### src/rtl/traffic_pkg.sv
// Shared definitions for the country-road sensor and the signal controller:
// light codes driven on the country lamp bus and the sensor FSM encoding.
package traffic_pkg;

    typedef enum logic [1:0] {
        RED    = 2'd0,
        YELLOW = 2'd1,
        GREEN  = 2'd2
    } light_t;

    typedef enum logic [1:0] {
        ST_EMPTY = 2'd0,
        ST_WAIT  = 2'd1,
        ST_DRAIN = 2'd2,
        ST_FAULT = 2'd3
    } sensor_state_t;

endpackage

### src/rtl/sensor_debounce.sv
// Two-flop synchronizer plus counter debouncer for the country-road loop sensor.
// rise/fall are combinational and mark the edge on which the debounced level flips.
module sensor_debounce #(
    parameter int DEBOUNCE_CYCLES = 4
) (
    input  logic clk,
    input  logic clear_n,
    input  logic loop_raw,
    output logic level,
    output logic rise,
    output logic fall
);

    localparam int CW = $clog2(DEBOUNCE_CYCLES + 1);
    localparam logic [CW-1:0] CNT_LAST = CW'(DEBOUNCE_CYCLES - 1);

    logic          s1;
    logic          s2;
    logic [CW-1:0] cnt;
    logic          accept;

    assign accept = (s2 != level) && (cnt == CNT_LAST);
    assign rise   = accept && s2;
    assign fall   = accept && !s2;

    always_ff @(posedge clk or negedge clear_n) begin
        if (!clear_n) begin
            s1    <= 1'b0;
            s2    <= 1'b0;
            level <= 1'b0;
            cnt   <= '0;
        end else begin
            s1 <= loop_raw;
            s2 <= s1;
            if (s2 == level) begin
                cnt <= '0;
            end else if (accept) begin
                level <= s2;
                cnt   <= '0;
            end else begin
                cnt <= cnt + 1'b1;
            end
        end
    end

endmodule

### src/rtl/country_sensor.sv
// Country-road car counter: debounced arrivals, timed departures on GREEN,
// stuck-sensor detection, and a registered car-waiting request X.
module country_sensor
    import traffic_pkg::*;
#(
    parameter int DEBOUNCE_CYCLES = 4,
    parameter int DEPART_CYCLES   = 8,
    parameter int MAX_CARS        = 15,
    parameter int STUCK_CYCLES    = 64
) (
    input  logic                              clk,
    input  logic                              clear_n,
    input  logic                              loop_raw,
    input  logic [1:0]                        cntry,
    output logic                              X,
    output logic [$clog2(MAX_CARS + 1)-1:0]   queue_cnt,
    output logic                              overflow,
    output logic                              fault
);

    localparam int QW = $clog2(MAX_CARS + 1);
    localparam int TW = $clog2(DEPART_CYCLES + 1);
    localparam int SW = $clog2(STUCK_CYCLES + 1);
    localparam logic [QW-1:0] Q_MAX     = QW'(MAX_CARS);
    localparam logic [TW-1:0] TMR_LAST  = TW'(DEPART_CYCLES - 1);
    localparam logic [SW-1:0] STK_LAST  = SW'(STUCK_CYCLES - 1);

    logic          level;
    logic          rise;
    logic          fall;
    logic          green;
    logic [TW-1:0] tmr;
    logic [SW-1:0] stk;
    logic          dep;
    logic          arr;
    logic          stuck;
    logic [QW-1:0] q_next;
    logic          ovf_set;
    sensor_state_t state;
    sensor_state_t st_norm;
    sensor_state_t st_next;

    sensor_debounce #(
        .DEBOUNCE_CYCLES(DEBOUNCE_CYCLES)
    ) u_debounce (
        .clk     (clk),
        .clear_n (clear_n),
        .loop_raw(loop_raw),
        .level   (level),
        .rise    (rise),
        .fall    (fall)
    );

    // Codes 0, 1 and the illegal 3 all count as not green.
    assign green = (cntry == GREEN);
    assign dep   = green && (tmr == TMR_LAST) && (queue_cnt != '0);
    assign arr   = rise && (state != ST_FAULT);
    assign stuck = level && (stk == STK_LAST);

    always_comb begin
        q_next  = queue_cnt;
        ovf_set = 1'b0;
        if (arr && !dep) begin
            if (queue_cnt == Q_MAX) begin
                ovf_set = 1'b1;
            end else begin
                q_next = queue_cnt + 1'b1;
            end
        end else if (dep && !arr) begin
            q_next = queue_cnt - 1'b1;
        end
    end

    always_comb begin
        if (q_next == '0) begin
            st_norm = ST_EMPTY;
        end else if (green) begin
            st_norm = ST_DRAIN;
        end else begin
            st_norm = ST_WAIT;
        end

        // Releasing the sensor always wins over staying in or entering FAULT.
        if (fall) begin
            st_next = st_norm;
        end else if (stuck || state == ST_FAULT) begin
            st_next = ST_FAULT;
        end else begin
            st_next = st_norm;
        end
    end

    always_ff @(posedge clk or negedge clear_n) begin
        if (!clear_n) begin
            tmr       <= '0;
            stk       <= '0;
            queue_cnt <= '0;
            overflow  <= 1'b0;
        end else begin
            if (!green || tmr == TMR_LAST) begin
                tmr <= '0;
            end else begin
                tmr <= tmr + 1'b1;
            end

            if (!level) begin
                stk <= '0;
            end else if (stk != STK_LAST) begin
                stk <= stk + 1'b1;
            end

            queue_cnt <= q_next;
            if (ovf_set) begin
                overflow <= 1'b1;
            end
        end
    end

    // FSM with outputs registered from the next state, so X and fault
    // have no combinational path from loop_raw or cntry.
    always_ff @(posedge clk or negedge clear_n) begin
        if (!clear_n) begin
            state <= ST_EMPTY;
            X     <= 1'b0;
            fault <= 1'b0;
        end else begin
            state <= st_next;
            X     <= (st_next != ST_EMPTY);
            fault <= (st_next == ST_FAULT);
        end
    end

endmodule

### config.mk
export PLATFORM = sky130hd
export DESIGN_NAME = country_sensor
export DESIGN_NICKNAME = d
export VERILOG_FILES = /design/src/rtl/traffic_pkg.sv /design/src/rtl/sensor_debounce.sv /design/src/rtl/country_sensor.sv
export SDC_FILE = /design/constraint.sdc
export NUM_CORES = 1
export LEC_CHECK = 0
export BUFFER_PORTS_ARGS = -buffer_cell sky130_fd_sc_hd__buf_2
export CAP_MARGIN = 40
export CORE_MARGIN = 4
export CORE_UTILIZATION = 50
export CTS_CLUSTER_SIZE = 30
export DETAILED_ROUTE_END_ITERATION = 16
export HOLD_SLACK_MARGIN = 0.15
export PLACE_DENSITY = 0.69
export SLEW_MARGIN = 20
export SYNTH_ARGS = -nofsm -noshare
export SYNTH_HDL_FRONTEND = slang
export SYNTH_SLANG_ARGS = --single-unit
### constraint.sdc
create_clock -name clk -period 2.25 [get_ports clk]
set_input_delay 0.1125 -clock clk [delete_from_list [all_inputs] [get_ports clk]]
set_output_delay 0.1125 -clock clk [all_outputs]
set_load 0.01 [all_outputs]
==> impl_metrics.yaml <==
sta:
  rsz0062_at_grt: "false"
  hold_viol: 0
  setup_tns_ns: 0
  period_share: 0.920
  worst_slew_pin_slew_ns: 0.562
  max_clock_freq_ghz: 0.483
  holdWs_ns: 0.213
  fin_crit_ns: 2.07
  max-slew-margin-rel: 0.625
  fin_skew_ns: 0.00534
  finalSetupViolCount: 0
  timing_max_transition_violations_final: 0
routing:
  via_per_inst: 5.33
  antenna_left: 0
  maxUsedRoutingLayer: "met4"
  dr_wl_met2_mm: 1.05
  wl_per_cell_um: 13.5
  vias: 900
  routed_wirelength_mm: 2.28
  drc_errors: 0
  drt-pass1-iter-count: 4
  drt_iter0_drc: 28
  wl_met1_mm: 1.13
  met3_length_um: 79
worst_setup_path:
  crit_end: "state[1]"
  crit_fanout: 6
  startpoint: "queue_cnt[0]"
  r2r-end: "state[1]"
  start_kind: "flop"
  worst_ep_arrival_time_ns: 2.27
  ff2ff_path_depth: 8
  r2r-start: "queue_cnt[0]"
  required_ns: 2.45
  r2r_setup_slack_ns: 0.18
  critPathKind: "flop to flop"
  crit_path_end_kind: "flop"
finish:
  antennaDiodeCount: 0
  area_delta_synth_final_pct: 11.9
  finalInstanceArea_mm2: 0.00152
  drive_gt1_frac: 0.266
  final_nets: 151
  multi_input_area_um2: 673
  area.sequential_um2: 651
  utilization: 0.601
  nFillCells: 219
placed_design:
  portBuffers: 11
  postPlaceCellArea_mm2: 0.00145
  dpl.hpwl_mm: 1.74
  gp_congestion: 0.773
die:
  fp.dieArea_mm2: 0.00361
  core_mm2: 0.00252
  die_w_um: 60.1
  die_h_um: 60.1
  io_pins: 12
  num_rows: 18
  initial_core_util: 0.537
grt:
  antenna_found_initial: 0
  grt_pass1_wl_mm: 4.11
  grt_pass1_vias: 934
  track_usage: 0.151
  grt_max_degree: 27
  grt_overflow: 0
cts:
  cts_tree: "done"
  clock_path_buffers: 2
  clk_pin_slew_ns: 0.13
  numCtsBuffers: 3
  clk_latency_ns: 0.31
  cts_sinks: 26
  cts_max_level: 1
  cts-root-buf: "clkbuf_4"
  post_cts_buffers: 0
synthesis:
  synthArstFlopShare: 1.00
  postSynthAreaPerCell_um2: 11.2
  synth-edff-count: 0
  syn-num-nets: 131
  ys_seq_area_frac: 0.480
  synthTopCellsByCount: "dfrtp_1, nand2_1, nor2_1"
  synth_cells: 121
  yosys-top-cells-area: "dfrtp_1, ha_1, nand2_1"
  yosysMostFrequentCell: "dfrtp_1"
  synth_cell_types: 42
  ys.flop_type: "dfrtp_1"
  synth_area_leader_cell: "dfrtp_1"
  yosysTopAreaCellShare: 0.480
  ys_ff_latch: 26
  yosys_warnings: 0
  syn-cell-area_mm2: 0.00136
power:
  power.leakage_uw: 0.000796
  finalPower_uw: 1180
  ir_worst_vdd_v: 0.000444
  power_density_mw_per_mm2: 781
job:
  drv_cap: 0
outcome:
  status: "completed"
min_path:
  hold_class: "input port to flop"
## per-layer routing
| layer | track usage | up-vias |
|---|---|---|
| li1 | - | 457 |
| met5 | 0 | - |
| met1 | 0.201 | 427 |
| met4 | 0.0506 | 0 |
| met3 | 0.0238 | 2 |
| met2 | 0.250 | 14 |
## kinds of logic after synthesis
family,count (synthesis),synth area share
AND/OR/NAND/NOR,55,0.259
flip-flops,26,0.480
AO/OA/AOI/OAI,19,0.121
buffers and inverters,7,0.0277
XOR/XNOR,5,0.0323
adder cells (fa/ha/maj),5,0.0462
multiplexers,4,0.0342
## how the worst min path moves through the flow
| stage | start | endpoint | depth (start not counted) |
|---|---|---|---|
| final | cntry[0] | state[0] | 3 |
| after global routing | cntry[0] | state[0] | 3 |
| after CTS | cntry[0] | state[0] | 3 |
| after detailed placement | clear_n | u_debounce.cnt[0] | 1 |
| after global placement | clear_n | stk[6] | 1 |
| after floorplan | clear_n | X | 0 |
## area by class of cell
| type | instances | share of cell area |
|---|---|---|
| clock buffer | 3 | 0.0149 |
| inverter | 4 | 0.00990 |
| multi-input combinational | 88 | 0.444 |
| sequential | 26 | 0.429 |
| tap | 30 | 0.0248 |
| timing repair buffer | 18 | 0.0776 |
## placed cells by master (no fill, tap or decap), types with 2 or more instances in the layout
master,synthesis,routed
a21oi_1,2,2
and2_1,3,3
and2b_2,2,2
and3_1,2,2
buf_2,0,11
buf_4,1,3
clkbuf_4,0,3
dfrtp_1,26,26
dlygate4sd3_1,0,4
ha_1,5,4
inv_1,4,4
nand2_1,12,12
nand3_1,6,6
nor2_1,12,12
nor2b_1,2,2
nor3_1,4,4
nor3b_1,2,2
nor4_4,2,2
o21ai_0,3,3
o21ai_1,4,4
xnor2_1,4,4
## flip-flops by register name, indices dropped and copies added, names as in the netlist
name and count:
state 2, u_debounce.cnt 3, fault 1, u_debounce.level 1
queue_cnt 4, u_debounce.s1 1, X 1, stk 7
overflow 1, u_debounce.s2 1, tmr 4
## through the flow
step	worst slack (ns)	std cells
detailed placement	0.0673	162
global route	0.0217	169
finish	0.180	169
floorplan	0.231	121
CTS	0.0431	169
global placement	0.175	162
## critical path: stages (launching register included)
cell and delay, ns:
dfrtp_1 0.48, inv_1 0.10, ha_1 0.26, a211o_1 0.34, a21o_1 0.19, nand2_1 0.10
o22ai_4 0.09, nor4_4 0.31, o21ai_1 0.10
## power by group
| part | switching, uW | internal [uW] |
|---|---|---|
| Clock | 129 | 62.5 |
| Sequential | 68.8 | 553 |
| Combinational | 196 | 176 |
## timing repair
action,in CTS,in global routing
endpoints found under the setup margin,0,3
hold buffers,4,0
resized for setup,0,2
hold endpoints to repair,31,0
(Power assumes the default switching activity.)
